===== config.mk =====
export PLATFORM = sky130hd
export DESIGN_NAME = da_slice_tx
export DESIGN_NICKNAME = d
export VERILOG_FILES = /design/src/rtl/da_slice_tx.sv
export SDC_FILE = /design/constraint.sdc
export NUM_CORES = 1
export LEC_CHECK = 0
export ABC_AREA = 1
export BUFFER_PORTS_ARGS = -buffer_cell sky130_fd_sc_hd__buf_2
export CORE_MARGIN = 3
export CORE_UTILIZATION = 60
export CTS_CLUSTER_DIAMETER = 150
export DETAILED_ROUTE_END_ITERATION = 12
export HOLD_SLACK_MARGIN = 0.08
export PLACE_DENSITY = 0.79
export SYNTH_ARGS = -nofsm -noshare
export SYNTH_HDL_FRONTEND = slang
export SYNTH_SLANG_ARGS = --single-unit

===== constraint.sdc =====
create_clock -name clk -period 3.2 [get_ports clk]
set_clock_uncertainty 0.1 [all_clocks]
set_input_delay 0.64 -clock clk [delete_from_list [all_inputs] [get_ports clk]]
set_output_delay 0.64 -clock clk [all_outputs]
set_load 0.005 [all_outputs]

===== src/rtl/da_slice_tx.sv =====
// rtl/da_slice_tx.sv - bit-serial DA slice transmitter, optional tap flush via DA_SLICE_TX_FLUSH_EN
module da_slice_tx #(
  parameter int W = 4
) (
  input  logic         clk,
  input  logic         reset,
  input  logic [W-1:0] s_data,
  input  logic         s_valid,
  output logic         s_ready,
  output logic [3:0]   m_slice,
  output logic         m_valid,
  input  logic         m_ready,
  output logic         m_first,
  output logic         m_last
`ifdef DA_SLICE_TX_FLUSH_EN
  ,
  input  logic         flush
`endif
);

  localparam int BW = (W > 1) ? $clog2(W) : 1;

  typedef enum logic {IDLE, SEND} state_t;

  state_t        state, state_nx;
  logic [W-1:0]  hold;
  logic          hold_full;
  logic [W-1:0]  x0, x1, x2, x3;
  logic [W-1:0]  sh0, sh1, sh2, sh3;
  logic [BW-1:0] bcnt;
  logic          accept;
  logic          last_bit;
  logic          do_load;
  logic          do_shift;
  logic          clear_taps;

  assign accept   = s_valid && !hold_full;
  assign last_bit = (bcnt == BW'(W - 1));

  // Outputs are decoded only from registers, so no input reaches an output combinationally.
  assign s_ready = !hold_full;
  assign m_valid = (state == SEND);
  assign m_slice = {sh3[0], sh2[0], sh1[0], sh0[0]};
  assign m_first = m_valid && (bcnt == '0);
  assign m_last  = m_valid && last_bit;

`ifdef DA_SLICE_TX_FLUSH_EN
  assign clear_taps = flush && (state == IDLE) && !hold_full;
`else
  assign clear_taps = 1'b0;
`endif

  // FSM state register.
  always_ff @(posedge clk or negedge reset) begin
    if (!reset) begin
      state <= IDLE;
    end else begin
      state <= state_nx;
    end
  end

  // Next state plus frame-load / shift strobes for the datapath.
  always_comb begin
    state_nx = state;
    do_load  = 1'b0;
    do_shift = 1'b0;
    case (state)
      IDLE: begin
        if (hold_full) begin
          do_load  = 1'b1;
          state_nx = SEND;
        end
      end
      SEND: begin
        if (m_ready) begin
          if (!last_bit) begin
            do_shift = 1'b1;
          end else if (hold_full) begin
            do_load = 1'b1;
          end else begin
            state_nx = IDLE;
          end
        end
      end
      default: state_nx = IDLE;
    endcase
  end

  // Single-sample input buffer; a new acceptance wins over the clear from a frame load.
  always_ff @(posedge clk or negedge reset) begin
    if (!reset) begin
      hold      <= '0;
      hold_full <= 1'b0;
    end else if (accept) begin
      hold      <= s_data;
      hold_full <= 1'b1;
    end else if (do_load) begin
      hold_full <= 1'b0;
    end
  end

  // Delay line advances once per frame; sh* are the per-frame working copies shifted LSB first.
  always_ff @(posedge clk or negedge reset) begin
    if (!reset) begin
      x0   <= '0;
      x1   <= '0;
      x2   <= '0;
      x3   <= '0;
      sh0  <= '0;
      sh1  <= '0;
      sh2  <= '0;
      sh3  <= '0;
      bcnt <= '0;
    end else if (do_load) begin
      x3   <= x2;
      x2   <= x1;
      x1   <= x0;
      x0   <= hold;
      sh0  <= hold;
      sh1  <= x0;
      sh2  <= x1;
      sh3  <= x2;
      bcnt <= '0;
    end else if (do_shift) begin
      sh0  <= sh0 >> 1;
      sh1  <= sh1 >> 1;
      sh2  <= sh2 >> 1;
      sh3  <= sh3 >> 1;
      bcnt <= bcnt + BW'(1);
    end else if (clear_taps) begin
      x0   <= '0;
      x1   <= '0;
      x2   <= '0;
      x3   <= '0;
    end
  end

endmodule


==> results of run 1 <==
-- metrics by stage --
| step | cell area, sq um | std cells | hold WS, ns |
|---|---|---|---|
| after detailed placement | 1670 | 226 | 0.359 |
| after global routing | 1730 | 234 | 0.317 |
| after global placement | 1670 | 226 | 0.356 |
| after floorplan | 1650 | 192 | 0.244 |
| final | 1730 | 234 | 0.269 |
| after CTS | 1730 | 234 | 0.287 |
-- critical path, cell delays in order, from the launching register on --
cell and delay (ns):
dfrtp_1 0.63, inv_1 0.21, buf_2 0.18
-- state kept, by name, indices dropped and copies added (netlist names) --
signal and count:
hold 4, sh0 4, sh1 4, sh2 4
sh3 4, x0 4, x1 4, x2 4
bcnt 2, hold_full 1, m_valid 1
-- power breakdown --
| part | leakage [nW] | internal, W | switching, W |
|---|---|---|---|
| registers | 0.463 | 0.000637 | 0.000116 |
| logic | 0.511 | 0.000185 | 0.000347 |
| clock network | 0.0326 | 0.000108 | 0.000139 |
| total | 1.01 | 0.000930 | 0.000601 |
-- kinds of logic after synthesis --
logic type      count (synthesis)  synth area share
fa+ha+maj                       2            0.0151
flops                          36             0.545
compound gates                 12            0.0454
buf+inv                        33             0.108
simple gates                  109             0.286
-- synth_stat cells --
library cell / number
inv_1: 22
nand3_2: 1
a21oi_1: 2
buf_6: 5
buf_2: 2
nand2_1: 72
nand3_1: 32
nand2_2: 1
buf_4: 4
nor2_1: 1
nor2_4: 1
o21ai_2: 4
dfrtp_1: 36
o21ai_1: 2
nand2_4: 1
o21ai_0: 4
ha_1: 2
-- layout make-up --
cell class	instances	area [sq um]
flip-flops and latches	36	901
fillers	223	817
multi-input cells	123	573
inverters	22	82.6
repair buffers	15	75.1
clock buffers	8	58.8
well taps	30	37.5
-- placed cells by master, fill, tap and decap left out, drive strengths merged --
cell,n
nand2,74
dfrtp,36
nand3,33
inv,22
buf,15
o21ai,10
clkbuf,8
a21oi,2
ha,2
nor2,2
-- path summary, 6_finish.rpt --
| check | endpoint | depth (start not counted) | slack [ns] | from |
|---|---|---|---|---|
| max | s_ready | 2 | 1.10 | hold_full$_DFFE_PN0P_ |
| min | x2[0]$_DFFE_PN0P_ | 1 | 0.27 | reset |
| max reg2reg | x2[1]$_DFFE_PN0P_ | 6 | 1.35 | bcnt[0]$_DFFE_PN0P_ |
| min reg2reg | x0[0]$_DFFE_PN0P_ | 2 | 0.38 | x0[0]$_DFFE_PN0P_ |
| max in group asynchronous | sh0[0]$_DFFE_PN0P_ | 1 | 2.23 | reset |
| min in group clk | x0[0]$_DFFE_PN0P_ | 2 | 0.38 | x0[0]$_DFFE_PN0P_ |
-- layer usage --
layer / track usage / vias to the layer above
met2: 0.332 / 34
met4: 0.0828 / 0
met1: 0.232 / 591
met3: 0.0461 / 6
li1: - / 617
met5: 0 / -
==> results list, run 1 <==
* Fraction of layout instances using a drive strength above 1: 0.142
* Later-pin clock latency in the skew report: ~0.33 ns
- Number of I/O port buffers: 15
- The worst setup path is of the reg -> out kind.
- Cell area after technology mapping: 0.00165 sq mm
- Data on the critical path arrives at its endpoint at around 1.4 ns.
* Part of the Yosys area used for sequential elements: 0.545
- Hold buffer count at cts: 0
* Number of inserted diodes: 0
- Die Wd: approximately 58 um
- GRT Util Overall: 0.194
- Uppermost signal routing layer after detailed routing: met4
* Leakage power: ~1.0 nW
- Power spread over the standard cell area amounts to 886 mW/mm^2.
- Number of buffers inserted during clock tree synthesis: 5
* Final count of hold timing violations: 0
- Layout net count: between 200 and 250
* GRT overflow: 0
- Number of nets with antenna violations after detailed routing: 0
- Across all layers, the routed design uses approximately 1.2k vias.
- Post-layout min period: ~2.1 ns
- Wire segments on met3 add up to ~130 um in the final route.
* Number of cells produced by synthesis: around 190
* Area Overhead vs Synth: 4.54%
- The run finished with clean final reports.
- Setup repair after global routing missed its margin: false
- The die is 58.5 um tall.
* # resized after CTS: 0
* Total power of the final layout: around 0.0015 W
- Dividing the detail-routed via count by the number of cells gives between 5 and 6.
- Number of antenna violations at the first check in global routing: 0
- The min-delay analysis places its worst path in the category in -> async.
* Placer congestion estimate: between 0.7 and 0.8
- Highest net fanout along the worst path: 14
* Overall die area: about 0.0034 sq mm
* Buffer cell driving the clock tree root: clkbuf_4
- Standard cell core area: 0.00254 sq mm
* Sort of element at the start of the critical path: register
- Routed wl met2: 1.44 mm
- Vias in the first global route: around 1.2k
- Clock-pin transition on the worst setup and hold timing paths: around 0.1 ns
- After synthesis the netlist holds a flip-flop and latch count of 36.
* Detailed-placement wirelength estimate: slightly below 2 mm
* Mapped Nets: roughly 200
* Number of design rule violations left after detail routing: 0
- Max-cap violation count: 0
- The share of synthesized area in the top cell type comes to 0.545.
* Unique masters post-synth: 17
* Post-Route WL: 2.84 mm
- Critical path capture point type: output pin
- Pin placement for this block handled 16 I/O pins.
* Post-CTS repair timing setup buffer count: 0
* Detailed router's first-iteration violation count: 42
- After detailed routing, the average wire length per cell comes to 12.1 um.
- The Yosys step of the flow raised 0 warnings.
* Initial standard-cell utilization of the core: 0.649
* IR drop worst, VDD: roughly 0.00065 V
- Static timing analysis puts the maximum clock frequency at about 480 MHz.
* Final worst-path setup slack: 1.10 ns
- For this block, wires on met1 add up to 1.22 mm.
- Leading cell types by total area after synthesis: dfrtp_1 55%, nand2_1 16%, nand3_1 9.7%
- Slew HR: 0.484
- Maximum root-to-sink buffer count: 2
- In the finished design, the share of the clock period the worst path needs comes to 0.656.
* Data required time at the worst endpoint: 2.46 ns
- Timing analysis after detailed placement gives a worst setup slack of ~1.3 ns.
- Mean Syn Cell Area: about 8.6 sq um
- Row generation in the floorplan step produced 18 rows.
- For this run, the detailed router's first-pass iteration total came to 4.
- Maximum number of pins on one net before global-route repair: 38
- For the pin with the worst max-slew slack, the measured transition is 0.774 ns.
* Pins over their slew limit: 0
* End-of-flow core utilization: 0.679
- CTS tree: yes
- Biggest area consumer among synthesized cells: dfrtp_1
- Clock H-tree levels: 2
- Wire length of the first global-routing pass: between 4 and 5 mm
- Setup violations remaining at the end of the flow were counted as 0.
- Setup total negative slack on the finished layout was measured at 0 ns.
- Clock tree synthesis found a total of 36 sinks.
No activity file was read; power rests on OpenSTA's default activity.
==> inputs of run 2 (changes only) <==
Settings changed: CORE_UTILIZATION 60 to 57, PLACE_DENSITY 0.79 to 0.75.
Clock period 3.2 ns to 2 ns, I/O delays scaled along.
==> run 2 against run 1 <==
  * Cell area grew 1.4%
  * Cell count rose by 1.3%
  * Highest routed layer unchanged
  * Critical endpoint unchanged
  * First-iteration DRC count increased by 29%
  * Via count is 2.6% lower
  * Die area grew 4.7%
  * Critical path type unchanged
  * Sequential power rose by 60%
==> results list, run 2 (synthesis gave the netlist of run 1 again) <==
- The post-place instance area is 0.00168 sq mm (+0.90%).
- The number of buffers between clock root and the deepest sink came to 2 (unchanged).
- Pin slew with the least headroom to its limit: 0.761 ns (-0.0134 ns)
- The count of pins on the block boundary came to 16 (unchanged).
* Routed via count: 1,216 (-2.6%)
- The via count of the first global-routing pass came to 1,207 (+1.5%).
* GRT Util Overall: 0.197 (+0.00338)
- Leakage power: 1.02 nW (+1.4%)
- Number of I/O port buffers: 15 (unchanged)
- The number of non-filler instances in the completed layout was 237 (+1.3%).
- Standard cell core area: 0.00261 sq mm (+2.7%)
- Overall die area: 0.00358 sq mm (+4.7%)
- The fraction of layout instances using a drive strength above 1 came to 0.150 (+0.00760).
* Summed area of non-filler cells in the final layout: 0.00175 sq mm (+1.4%)
- Area of the multi-input gates: 573 sq um (unchanged)
- The filler cell count came to 229 (+2.7%).
- The total routed wirelength came to 2.88 mm (+1.3%).
- The number of CTS-inserted buffers is 5 (unchanged).
- Later-pin clock latency in the skew report: 0.33 ns (about the same)
* Detailed-placement wirelength estimate: 1.96 mm (+1.2%)
- The total count of hold-check failures in the final report came to 0 (unchanged).
- Area Overhead vs Synth: 6.06%
- The average detailed-routed wire length per instance came to 12.1 um (about the same).
* # resized after CTS: 0 (unchanged)
- The worst-case vdd ir drop came to 0.00115 V (+77%).
- The placement row count was 18 (unchanged).
- Power density over the cells: 1410 mW/mm^2 (+59%)
- STA classifies the critical path endpoint as an output pin.
- Max-cap violation count: 0 (unchanged)
- Wire length of the first global-routing pass: 5.19 mm (+3.9%)
- Most frequent cells in the layout: 72 x nand2_1, 36 x dfrtp_1, 32 x nand3_1
- The tree is rooted in a clkbuf_4.
* Height of the chip: 59.9 um (+2.3%)
- CTS tree: yes
* Placed cell count: 228 (+0.88%)
* Number of inserted diodes: 0 (unchanged)
- Most frequent standard cell in the layout excluding fill and tap cells: nand2_1
- Run status: finished clean
* Tightest Hold Check Type: in -> reg
- The worst setup slack after placement is 0.368 ns (-0.929 ns).
* Clock-pin transition on the worst setup and hold timing paths: 0.10 ns (about the same)
- The starting density of the core is 0.633 (-0.0168).
- The placer congestion estimate is 0.788 (+4.6%).
- Layout net count: 216 (+1.4%)
- The number of vias per cell after detailed routing is 5.13 (-3.8%).
- The accumulated negative setup slack is 0 ns (unchanged).
* Maximum number of pins on one net before global-route repair: 38 (unchanged)
* Number of nets with antenna violations after detailed routing: 0 (unchanged)
- Pins over their slew limit: 0 (unchanged)
* Data required time at the worst endpoint: 1.50 ns (-0.96 ns)
- Sort of element at the start of the critical path: register
- Fmax: 561 MHz
- Post-layout min period: ~1.8 ns
* Highest net fanout along the worst path: 9 (-5)
* Length of the first detailed-routing pass in iterations: 4 (unchanged)
- Clock H-tree levels: 2 (unchanged)
* GRT overflow: 0 (unchanged)
- The critical path in this run is classified as reg -> out.
* Endpoints failing setup: 0 (unchanged)
* Clock net sink count: 36 (unchanged)
* Slew HR: 0.493 (+0.00890)
- Detailed router's first-iteration violation count: 54 (+29%)
* Die Wd: 59.9 um (+2.3%)
- The minimum hold slack came to 0.201 ns (-0.0677 ns).
- Tcrit/Tclk final: 0.891
* Number of design rule violations left after detail routing: 0 (unchanged)
* Data arrival time at the worst-slack endpoint: 1.28 ns (-0.08 ns)
- The initial antenna violation count was 0 (unchanged).
- The final worst-path setup slack came to 0.218 ns (-0.882 ns).
* FF/Latch Area: 901 sq um (unchanged)
- Setup repair after global routing left no endpoint under its margin.
==> run 2: cell count changes in the layout (fill, tap and decap cells not counted) <==
cell | before | now
buf_4 | 0 | 2
dlygate4sd3_1 | 0 | 1
==> run 2: per-stage QoR <==
step                      total power [W]  utilization
after global routing              0.00272        0.671
after CTS                         0.00251        0.671
final                             0.00248        0.671
after detailed placement          0.00211        0.645
after global placement            0.00206        0.645
after floorplan                   0.00193            -
==> run 2: final cells by class <==
type / instances / area share
inverter: 22 / 0.0471
tap: 30 / 0.0214
multi-input combinational: 123 / 0.327
timing repair buffer: 18 / 0.0571
clock buffer: 8 / 0.0335
sequential: 36 / 0.514
==> run 2: worst paths after layout <==
path	startpoint	to	slack, ns	cells past startpoint
worst max-delay path	hold_full$_DFFE_PN0P_	s_ready	0.22	2
worst min-delay path	s_data[2]	hold[2]$_DFFE_PN0P_	0.20	3
worst max register to register	bcnt[0]$_DFFE_PN0P_	x2[2]$_DFFE_PN0P_	0.33	6
worst min register to register	x0[2]$_DFFE_PN0P_	x0[2]$_DFFE_PN0P_	0.39	2
max in group asynchronous	reset	bcnt[1]$_DFFE_PN0P_	0.76	2
min in group asynchronous	reset	sh3[1]$_DFFE_PN0P_	0.56	2
==> run 2: what timing repair did <==
item / CTS / global route
hold buffers: 1 / 0
endpoints found under the hold margin: 36 / 0
buffers inserted: 0 / 0
==> run 2: report_power, final <==
| part | switching [W] | internal [W] | total [W] |
|---|---|---|---|
| combinational | 0.000562 | 0.000320 | 0.000882 |
| clock | 0.000220 | 0.000173 | 0.000393 |
| sequential | 0.000183 | 0.00102 | 0.00120 |
| total | 0.000965 | 0.00151 | 0.00248 |
==> run 2: worst max-delay path, cell delays in order, from the launching register on <==
cell     delay [ns]
dfrtp_1        0.59
inv_1          0.19
buf_2          0.17
==> run 2: metal layers <==
metal  vias to the layer above  track usage  wire length (um)
met5                         -            0                 0
met4                         0       0.0949                64
met3                         7       0.0454                94
met2                        19        0.326              1410
met1                       571        0.241              1310
li1                        619            -                 -
==> inputs of run 3 (changes only) <==
Settings changed: PLACE_DENSITY 0.75 to 0.74, SETUP_SLACK_MARGIN from default to 0.5.
Clock period 2 ns to 1.9 ns, I/O delays scaled along.
==> run 3 against run 2 <==
  * Critical path depth rose by 3
  * Hold slack got worse by 0.035 ns
  * First-iteration DRC count rose to 3.1 times the previous value
  * Die area did not move
  * Count of clock-buffer cells in the layout did not move
==> results list, run 3 (synthesis gave the netlist of run 1 again) <==
- Run status: finished clean
- Power density over the cells: 1670 mW/mm^2 (+18%)
* First element of the critical path: bcnt[0]$_DFFE_PN0P_
- TritonCTS built the clock tree.
- Highest net fanout along the worst path: 3 (-6)
- The post-layout net count is 242 (+12%).
- IR drop worst, VDD: 0.00156 V (+35%)
* Most frequent standard cell in the layout excluding fill and tap cells: nand2_1
* Clock-pin transition on the worst setup and hold timing paths: 0.12 ns (+0.02 ns)
* Initial standard-cell utilization of the core: 0.633 (unchanged)
* Later-pin clock latency in the skew report: 0.38 ns (+0.05 ns)
* Fraction of layout instances using a drive strength above 1: 0.481 (+0.331)
- Maximum root-to-sink buffer count: 2 (unchanged)
- The most critical setup path has its endpoint at m_first.
- Number of fill cells in the layout: 81 (-65%)
- The clock period could shrink to ~1.8 ns.
* Number of inserted diodes: 0 (unchanged)
* Final worst-path setup slack: 0.0911 ns (-0.127 ns)
- Slew HR: 0.692 (+0.200)
- Max-cap violation count: 0 (unchanged)
- In this run the clock root is driven by a clkbuf_4.
- In the finished design, the share of the clock period the worst path needs comes to 0.952.
- Number of antenna violations at the first check in global routing: 0 (unchanged)
* Endpoints failing setup: 0 (unchanged)
- Average wire per cell in the routed design: 21.5 um (+78%)
* Placed cell count: 229 (+0.44%)
- The initial detailed-routing violation count came to 170 (+210%).
- The number of non-filler instances in the completed layout was 263 (+11%).
- The worst register-to-register path begins at bcnt[0]$_DFFE_PN0P_.
- The internal power component is 0.00216 W (+42%).
- The number of CTS-inserted buffers came to 5 (unchanged).
- Routed via count: 1,620 (+33%)
- Placer congestion estimate: 0.743 (-5.8%)
- Pins over their slew limit: 0 (unchanged)
* Clock share of power: 0.116 (-0.043)
* Worst hold slack across all endpoints: 0.165 ns (-0.0354 ns)
* Tightest Hold Check Type: in -> reg
- The signal arrival time at the worst endpoint is 1.33 ns (+0.05 ns).
* Detailed-placement wirelength estimate: 1.93 mm (-1.3%)
- The count of pins on the block boundary came to 16 (unchanged).
- Number of design rule violations left after detail routing: 0 (unchanged)
- Switching pwr: 0.00189 W (+96%)
- Leakage power: 1.20 nW (+17%)
- The width of the chip was 59.9 um (unchanged).
- The global-route usage over all layers was 0.195 (-0.00227).
* Setup TNS: 0 ns (unchanged)
* Setup repair after global routing missed its margin: true
- Height of the chip: 59.9 um (unchanged)
- Register share of total power: 0.336 (-0.149)
* End-of-flow core utilization: 0.930 (+0.259)
- Register-to-Register Path Depth: 8 (+2)
- The data required time of the worst path was 1.42 ns (-0.08 ns).
* Switch share: 0.467 (+0.0778)
- By startpoint and endpoint, the worst setup path is classified as reg -> out.
- Most frequent cells in the layout: 51 x nand2_1, 35 x dfrtp_1, 16 x nand2_2
- The overall overflow remaining after global route was 0 (unchanged).
- The total count of hold-check failures in the final report is 0 (unchanged).
- The share of power burned in combinational logic came to 0.548 (+0.192).
- Pre-CTS setup slack: 0.213 ns (-0.155 ns)
- The reg-to-reg setup timing slack was 0.26 ns (-0.07 ns).
- The count of buffers from port buffering was 15 (unchanged).
- The number of vias per cell after detailed routing came to 6.16 (+20%).
- Sort of element at the start of the critical path: register
* Maximum number of pins on one net before global-route repair: 38 (unchanged)
* Overall die area: 0.00358 sq mm (unchanged)
- The total clock sinks is 36 (unchanged).
- The number of H-tree levels is 2 (unchanged).
- The slew at the pin with the worst max-slew slack was 0.462 ns (-0.299 ns).
* Post-Route WL: 5.66 mm (+97%)
* Wire length of the first global-routing pass: 5.07 mm (-2.3%)
- Fmax: between 500 and 600 MHz
- Length of the first detailed-routing pass in iterations: 5 (+1)
- Num rows: 18 (unchanged)
* Standard cell core area: 0.00261 sq mm (unchanged)
- In this run the critical register-to-register path is captured at sh2[2]$_DFFE_PN0P_.
- Vias in the first global route: 1,188 (-1.6%)
* Number of nets with antenna violations after detailed routing: 0 (unchanged)
- Relative to the synthesized area, the layout overhead comes to 47.0%.
* Critical path capture point type: output pin
==> run 3: changes by cell type in the layout (fill, tap and decap cells not counted), moves of 5 or more <==
cell     delta
nand2_1    -21
nand3_1    -18
nand2_2    +15
nand3_4    +12
buf_4       +8
inv_1       -8
nand3_2     +8
buf_6       +7
nand2_8     +6
inv_2       +5
nand2_4     +5
==> run 3: cell type report <==
| class | instances | area (sq um) | area share |
|---|---|---|---|
| Clock buffer | 8 | 58.8 | 0.0242 |
| Multi-Input combinational cell | 130 | 998 | 0.411 |
| Sequential cell | 36 | 902 | 0.371 |
| Tap cell | 30 | 37.5 | 0.0154 |
| Inverter | 22 | 93.8 | 0.0386 |
| Timing Repair Buffer | 37 | 339 | 0.140 |
==> run 3: what timing repair did <==
item | CTS | global route
gates cloned | 0 | 8
hold endpoints to repair | 36 | 0
hold buffers | 1 | 0
setup buffers | 2 | 15
pin swaps | 1 | 13
endpoints found under the setup margin | 34 | 35
gates resized for setup | 5 | 92
==> run 3: power groups by stage <==
| stage | clock, W | combinational, W | sequential (W) |
|---|---|---|---|
| floorplan | 0 | 0.000815 | 0.00122 |
| global placement | 0 | 0.000905 | 0.00126 |
| detailed placement | 0 | 0.000946 | 0.00127 |
| CTS | 0.000436 | 0.00100 | 0.00126 |
| global route | 0.000488 | 0.00234 | 0.00139 |
| finish | 0.000469 | 0.00222 | 0.00136 |
==> run 3: worst min-delay path by stage <==
stage	start	to	slack, ns	cells past startpoint
after floorplan	reset	bcnt[0]$_DFFE_PN0P_	-0.02	0
after global placement	reset	sh3[2]$_DFFE_PN0P_	0.34	2
after detailed placement	reset	sh3[1]$_DFFE_PN0P_	0.34	2
after CTS	s_data[2]	hold[2]$_DFFE_PN0P_	0.15	3
after global routing	s_data[1]	hold[1]$_DFFE_PN0P_	0.18	3
final	s_data[1]	hold[1]$_DFFE_PN0P_	0.17	3
==> run 3: critical path, stage by stage, from the launching register on <==
cell     delay (ns)
dfrtp_1        0.46
inv_2          0.09
ha_2           0.15
nand2_1        0.06
inv_1          0.07
buf_2          0.11
==> run 3: routing by layer <==
metal	GRT usage	routed length [um]
met5	0	0
met4	0.0981	348
met3	0.0475	494
met2	0.327	2790
met1	0.230	2030
==> run 3: per-stage QoR <==
step           cell area (sq um)  total power (W)
2_1_floorplan               1650          0.00203
3_3_place_gp                1690          0.00217
3_5_place_dp                1690          0.00222
4_1_cts                     1790          0.00270
5_1_grt                     2430          0.00422
6_report                    2430          0.00405
